**src/rtl/gray_conv_arbiter.sv**
```systemverilog
// Round-robin arbiter that shares one BCD-to-Gray converter among N_REQ requesters.
// Holds each registered result, with the winner's ID and a non-BCD flag, until the consumer accepts it.
module gray_conv_arbiter #(
    parameter int N_REQ = 4,
    parameter int ID_W  = 2
) (
    input  logic                  clk,
    input  logic                  rst,
    input  logic [N_REQ-1:0]      req_valid,
    input  logic [4*N_REQ-1:0]    req_bcd,
    output logic [N_REQ-1:0]      req_ready,
    output logic                  out_valid,
    output logic [3:0]            out_gray,
    output logic [ID_W-1:0]       out_id,
    output logic                  out_err,
    input  logic                  out_ready,
    output logic                  busy
);

    typedef enum logic {
        IDLE = 1'b0,
        HOLD = 1'b1
    } state_t;

    state_t             r_state;
    state_t             w_state_next;
    logic [ID_W-1:0]    r_rr_ptr;
    logic               r_out_valid;
    logic [3:0]         r_out_gray;
    logic [ID_W-1:0]    r_out_id;
    logic               r_out_err;

    logic               w_found;
    logic [ID_W-1:0]    w_win;
    logic               w_accept;
    logic [3:0]         w_sel_bcd;
    logic [N_REQ-1:0]   w_req_ready;

    // The first valid requester at or after rr_ptr (wrapping) wins.
    always_comb begin
        logic [ID_W-1:0] idx;
        // NOTE: every combinational output gets a default before any branch, so no latch can be inferred.
        w_found = 1'b0;
        w_win   = '0;
        idx     = '0;
        for (int k = 0; k < N_REQ; k++) begin
            idx = ID_W'((int'(r_rr_ptr) + k) % N_REQ);
            if (!w_found && req_valid[idx]) begin
                w_found = 1'b1;
                w_win   = idx;
            end
        end
    end

    // While rst is high, grants are suppressed even though the state already reads IDLE.
    assign w_accept  = !rst && w_found && (r_state == IDLE || out_ready);
    assign w_sel_bcd = req_bcd[4*w_win +: 4];

    always_comb begin
        w_req_ready = '0;
        if (w_accept) begin
            w_req_ready[w_win] = 1'b1;
        end
    end

    always_comb begin
        w_state_next = r_state;
        if (w_accept) begin
            w_state_next = HOLD;
        end else if (r_state == HOLD && out_ready) begin
            w_state_next = IDLE;
        end
    end

    // NOTE: state is updated only with non-blocking assignments, so every flop samples pre-edge values.
    always_ff @(posedge clk or posedge rst) begin
        if (rst) begin
            r_state     <= IDLE;
            r_rr_ptr    <= '0;
            r_out_valid <= 1'b0;
            r_out_gray  <= '0;
            r_out_id    <= '0;
            r_out_err   <= 1'b0;
        end else begin
            r_state <= w_state_next;
            if (w_accept) begin
                r_out_valid <= 1'b1;
                r_out_gray  <= w_sel_bcd ^ (w_sel_bcd >> 1);
                r_out_id    <= w_win;
                r_out_err   <= (w_sel_bcd > 4'd9);
                r_rr_ptr    <= (w_win == ID_W'(N_REQ - 1)) ? '0 : w_win + 1'b1;
            end else if (r_state == HOLD && out_ready) begin
                r_out_valid <= 1'b0;
            end
        end
    end

    assign req_ready = w_req_ready;
    assign out_valid = r_out_valid;
    assign out_gray  = r_out_gray;
    assign out_id    = r_out_id;
    assign out_err   = r_out_err;
    assign busy      = (r_state == HOLD);

endmodule

```
**config.mk**
```make
export PLATFORM = sky130hd
export DESIGN_NAME = gray_conv_arbiter
export DESIGN_NICKNAME = d
export VERILOG_FILES = /design/src/rtl/gray_conv_arbiter.sv
export SDC_FILE = /design/constraint.sdc
export NUM_CORES = 1
export LEC_CHECK = 0
export CORE_UTILIZATION = 30
export CTS_CLUSTER_DIAMETER = 40
export DETAILED_ROUTE_END_ITERATION = 8
export HOLD_SLACK_MARGIN = 0.1
export PLACE_DENSITY = 0.6
export SYNTH_ARGS = -nofsm -noshare
export SYNTH_HDL_FRONTEND = slang
export SYNTH_SLANG_ARGS = --single-unit
```
**constraint.sdc**
```tcl
create_clock -name clk -period 6.4 [get_ports clk]
set_clock_uncertainty 0.15 [all_clocks]
set_input_delay 1.28 -clock clk [delete_from_list [all_inputs] [get_ports clk]]
set_output_delay 1.28 -clock clk [all_outputs]
set_load 0.005 [all_outputs]
```
==> results of run 1 <==
[flip-flops by register name, summed over array words and instances (netlist names)]
register	flops
out_gray	4
out_id	2
r_rr_ptr	2
out_err	1
out_valid	1
[cell type report]
| class | instances | area share, % |
|---|---|---|
| Tap cell | 30 | 3.03 |
| Clock buffer | 4 | 2.93 |
| Sequential cell | 10 | 20.2 |
| Multi-Input combinational cell | 74 | 44.7 |
| Timing Repair Buffer | 35 | 28.3 |
| Inverter | 3 | 0.908 |
[power by group]
part           internal, mW  switching, mW
clock                0.0346         0.0231
combinational         0.113         0.0874
sequential           0.0879         0.0172
total                 0.235          0.128
[critical path: stages]
cell             delay [ns]
clkdlybuf4s50_1        0.46
nor2b_1                0.16
o21ai_0                0.14
o221a_2                0.42
inv_1                  0.11
ha_1                   0.20
and3_1                 0.14
clkdlybuf4s50_1        0.43
[final timing paths]
check,startpoint,end,slack [ns],cells after the start
worst max-delay path,req_valid[0],req_ready[0],1.62,8
worst min-delay path,out_id[1],out_id[1],0.34,2
worst max register to register,r_rr_ptr[1],out_err,4.15,9
worst min register to register,out_id[1],out_id[1],0.34,2
max in group asynchronous,rst,out_id[1],4.67,2
min in group asynchronous,rst,out_valid,1.16,2
[stage by stage]
step                std cells  setup WS, ns  hold slack, ns  cell area (um2)  power (mW)
floorplan                  91          2.61           0.321              846       0.225
global placement          152          1.63           0.315             1200       0.301
finish                    156          1.62           0.339             1240       0.363
CTS                       156          1.58           0.343             1240       0.370
global route              156          1.48           0.369             1240       0.395
detailed placement        152          1.59           0.322             1200       0.309
[layer usage]
layer  up-vias  global-route usage (%)
met2        17                    25.3
met4         0                    5.00
met3         2                    4.37
met1       358                    17.4
li1        387                       -
met5         -                       0
[cell families (layout without fill, tap and decap cells)]
kind of cell / Yosys count / count (layout) / synth area share, %
AOI/OAI and AO/OA: 16 / 16 / 13.3
xor gates and xnor gates: 4 / 4 / 4.14
adders and majority gates: 8 / 8 / 11.8
buffers and inverters: 7 / 42 / 4.88
DFF: 10 / 10 / 29.6
muxes: 14 / 14 / 17.0
and+or+nand+nor: 32 / 32 / 19.2
[synthesized netlist by cell type (2+ instances only)]
cell,n
nand2b_1,3
mux2_2,3
xor2_1,2
a21oi_1,3
ha_1,8
mux2i_1,11
nand2_1,15
dfrtp_1,10
nor2_1,2
buf_4,2
nor2b_1,4
o21ai_0,6
inv_1,3
and3_1,4
xnor2_1,2
==> flow_summary.ini, run 1 <==
[global_routing]
overflow = 0
grt_pass1_vias = 747
grt_pass1_wl_mm = 3.11
antenna_found_initial = 0
grt_max_degree = 14
grt_util_all_layers_pct = 14.7

[cts]
cts_num_sinks = 10
cts_hold_buf = 0
post_cts_buffers = 0
path_clk_slew_ns = 0.07
clockBufferDepth = 2
cts_tree = yes
post_cts_resized = 0
numCtsBuffers = 3
insertion_delay_ns = 0.27
clockRootBuffer = clkbuf_4
htreeDepth = 1

[critical_path]
cp-end-kind = output port
cp_max_fo = 13
critPathKind = input pin to output port
required_ns = 4.97
worstPathArrival_ns = 3.35
start_kind = input pin

[place]
dpl.hpwl_mm = 1.66
place.gp.congestion = 0.717
io_buffer_count = 35

[yosys]
ys_ff_latch = 10
yosys.area.top_type_share_pct = 29.6
avgSynthCellArea_um2 = 9.29
synth_warnings = 0
synth_area_leaders = dfrtp_1 30%, mux2i_1 13%, ha_1 12%
syn_inst = 91
synthFlopType = dfrtp_1
synth_largest_area_cell = dfrtp_1
synthArstFlopShare_pct = 100
synth_edf_count = 0
synth.distinct_cells = 28
syn-num-nets = 122
yosysSeqAreaShare_pct = 29.6
syn-cell-area_um2 = 846

[final_layout]
ff_latch_area_um2 = 250
area_growth_pct = 46.6
final_cell_mix = 35 x clkdlybuf4s50_1, 15 x nand2_1, 11 x mux2i_1
final_common_cell = clkdlybuf4s50_1
nets = 158
fill_cells = 274
fin_util_pct = 48.3
n_antenna_cell = 0
multi_input_area_um2 = 554
drive_above_1_share_pct = 8.73

[pwr]
p_per_area_nw_per_um2 = 293
p_leak_nw = 0.562
irDropWorstVdd_mv = 0.164

[die]
io_pins = 36
coreArea_um2 = 2570
dieWidth_um = 55.1
dieHeight_um = 55.1
fp-row-count = 18
die_area_um2 = 3040
initial_core_util_pct = 32.9

[sta]
slew_headroom_pct = 72.8
hold_viol = 0
setup-violations-final = 0
fmax_ghz = 0.209
fin_tns_setup_ns = 0
min_period_ns = 4.78
worst_pin_slew_ns = 0.407
rsz0062_at_grt = no
fin_crit_sh_pct = 74.7
final_max_slew_viol_count = 0

[drt]
wl_met2_mm = 1.00
dr.pass1.iters = 3
wire_per_inst_um = 12.8
drtIter0Drc = 8
via_count = 764
wl_met1_um = 900
routed_via_density = 4.90
wl_met3_um = 87
dr.max_layer_used = met4
routed_wl_mm = 2.00
antenna_left = 0
drcViolationCount = 0

[status]
outcome = finished clean

[worst_hold_path]
hp-class = flop to flop

[flow_run]
drv_cap = 0
Power figures use the tool's default switching activity.
==> inputs of run 2 (changes only) <==
PLACE_DENSITY = 0.62   (was 0.6)
clock period = 4.36 ns   (was 6.4 ns; I/O delays follow)
==> flow_summary.ini, run 2 (synthesized netlist as in run 1, its figures left out) <==
[drt]
via_count = 744
routed_wl_mm = 1.90
drcViolationCount = 0
routed_via_density = 4.80
wire_per_inst_um = 12.3
drtIter0Drc = 11
antenna_left = 0
dr.pass1.iters = 4

[cts]
insertion_delay_ns = 0.26
post_cts_buffers = 0
numCtsBuffers = 3
cts_tree = yes
cts_hold_buf = 0
cts_num_sinks = 10
clockRootBuffer = clkbuf_4
clockBufferDepth = 2
path_clk_slew_ns = 0.06
htreeDepth = 1
post_cts_resized = 0

[sta]
fin_tns_setup_ns = 0
final_max_slew_viol_count = 0
hold_viol = 0
slew_headroom_pct = 72.6
rsz0062_at_grt = no
fmax_ghz = 0.251
min_period_ns = 3.98
fin_crit_sh_pct = 91.3
holdWs_ns = 0.331
worst_pin_slew_ns = 0.410
fin_ws_ns = 0.380
setup-violations-final = 0

[critical_path]
r2r_start = r_rr_ptr[0]
cp-end-kind = output port
required_ns = 3.34
worstPathArrival_ns = 2.96
cp_slowest_cell = clkdlybuf4s50_1
rrSetupSlack_ns = 2.10
path_delay_family = buffers and inverters
cp_num_buf_inv = 3
cp_cell_sequence = clkdlybuf4s50_1 -> nor2b_1 -> o21ai_0 -> o221a_2 -> inv_1 -> ha_1 -> and3_1 -> clkdlybuf4s50_1
cp-startpoint = req_valid[0]
cp_max_fo = 13
critical_path.max_stage_delay_ns = 0.46
r2r_end = out_err
start_kind = input pin
cp_common_cell = clkdlybuf4s50_1
critPathKind = input pin to output port
r2r_cells = 9

[final_layout]
final_common_cell = clkdlybuf4s50_1
n_antenna_cell = 0
nets = 158
area_growth_pct = 45.0
drive_above_1_share_pct = 8.00
fill_cells = 257
multi_input_area_um2 = 554
final_cell_mix = 35 x clkdlybuf4s50_1, 15 x nand2_1, 11 x mux2i_1
largest_register_ffs = 4
final_cells = 155
ff_latch_area_um2 = 250

[die]
initial_core_util_pct = 32.9
fp-row-count = 18
die_area_um2 = 3040
dieHeight_um = 55.1
dieWidth_um = 55.1
coreArea_um2 = 2570
io_pins = 36

[global_routing]
overflow = 0
grt_pass1_vias = 701
antenna_found_initial = 0
grt_util_all_layers_pct = 14.4
grt_max_degree = 14
grt_pass1_wl_mm = 3.04

[pwr]
power.total_uw = 505
power_frac_seq_pct = 30.3
swShare_pct = 35.8
p_clk_share_pct = 12.2
power_switching_uw = 181
p_per_area_nw_per_um2 = 412
p_int_uw = 324
irDropWorstVdd_mv = 0.281
comb_power_share_pct = 57.4
p_leak_nw = 0.555

[worst_hold_path]
holdCritStartpoint = out_gray[0]
hp-class = flop to flop
hold_end = out_gray[0]
hold_depth = 2

[place]
dpl.hpwl_mm = 1.53
dp_cells = 152
post-place-ws_ns = 0.366
place.gp.congestion = 0.761
io_buffer_count = 35

[flow_run]
drv_cap = 0

[status]
outcome = finished clean
run 2: cell count changes in the layout (fill, tap and decap cells not counted), sizes merged:
cell    before  now
clkbuf       4    3
run 2: routing by layer:
layer / vias to the layer above / track usage, % / wire length, um
met1: 333 / 19.4 / 907
met4: 0 / 3.75 / 11
met3: 4 / 5.19 / 130
li1: 386 / - / -
met2: 21 / 21.5 / 852
met5: - / 0 / 0
run 2: worst reg2reg max path, delay by kind of cell (launching register included):
family / cells / cell delay (ns)
AOI/OAI and AO/OA: 3 / 0.61
muxes: 2 / 0.46
DFF: 1 / 0.40
and+or+nand+nor: 3 / 0.34
adders and majority gates: 1 / 0.20
run 2: worst max path at each step:
stage	to	cells after the start	slack, ns
floorplan	req_ready[1]	7	1.39
global placement	req_ready[2]	8	0.40
detailed placement	req_ready[0]	8	0.37
CTS	req_ready[0]	8	0.36
global route	req_ready[0]	8	0.19
finish	req_ready[0]	8	0.38
run 2: final cells by class:
| type | instances | share of cell area, % |
|---|---|---|
| multi-input combinational | 74 | 45.2 |
| timing repair buffer | 35 | 28.6 |
| inverter | 3 | 0.918 |
| clock buffer | 3 | 1.84 |
| sequential | 10 | 20.4 |
| tap | 30 | 3.06 |
run 2: per-stage QoR:
step | instance area, um2 | utilization (%)
after floorplan | 846 | -
after global placement | 1200 | 46.9
after detailed placement | 1200 | 46.9
after CTS | 1230 | 47.8
after global routing | 1230 | 47.8
final | 1230 | 47.8
run 2: power groups by stage:
stage / Clock (mW) / Sequential [mW] / Combinational [mW]
after floorplan: 0 / 0.154 / 0.177
after global placement: 0 / 0.155 / 0.288
after detailed placement: 0 / 0.154 / 0.291
after CTS: 0.0650 / 0.154 / 0.295
after global routing: 0.0707 / 0.159 / 0.328
final: 0.0617 / 0.153 / 0.290
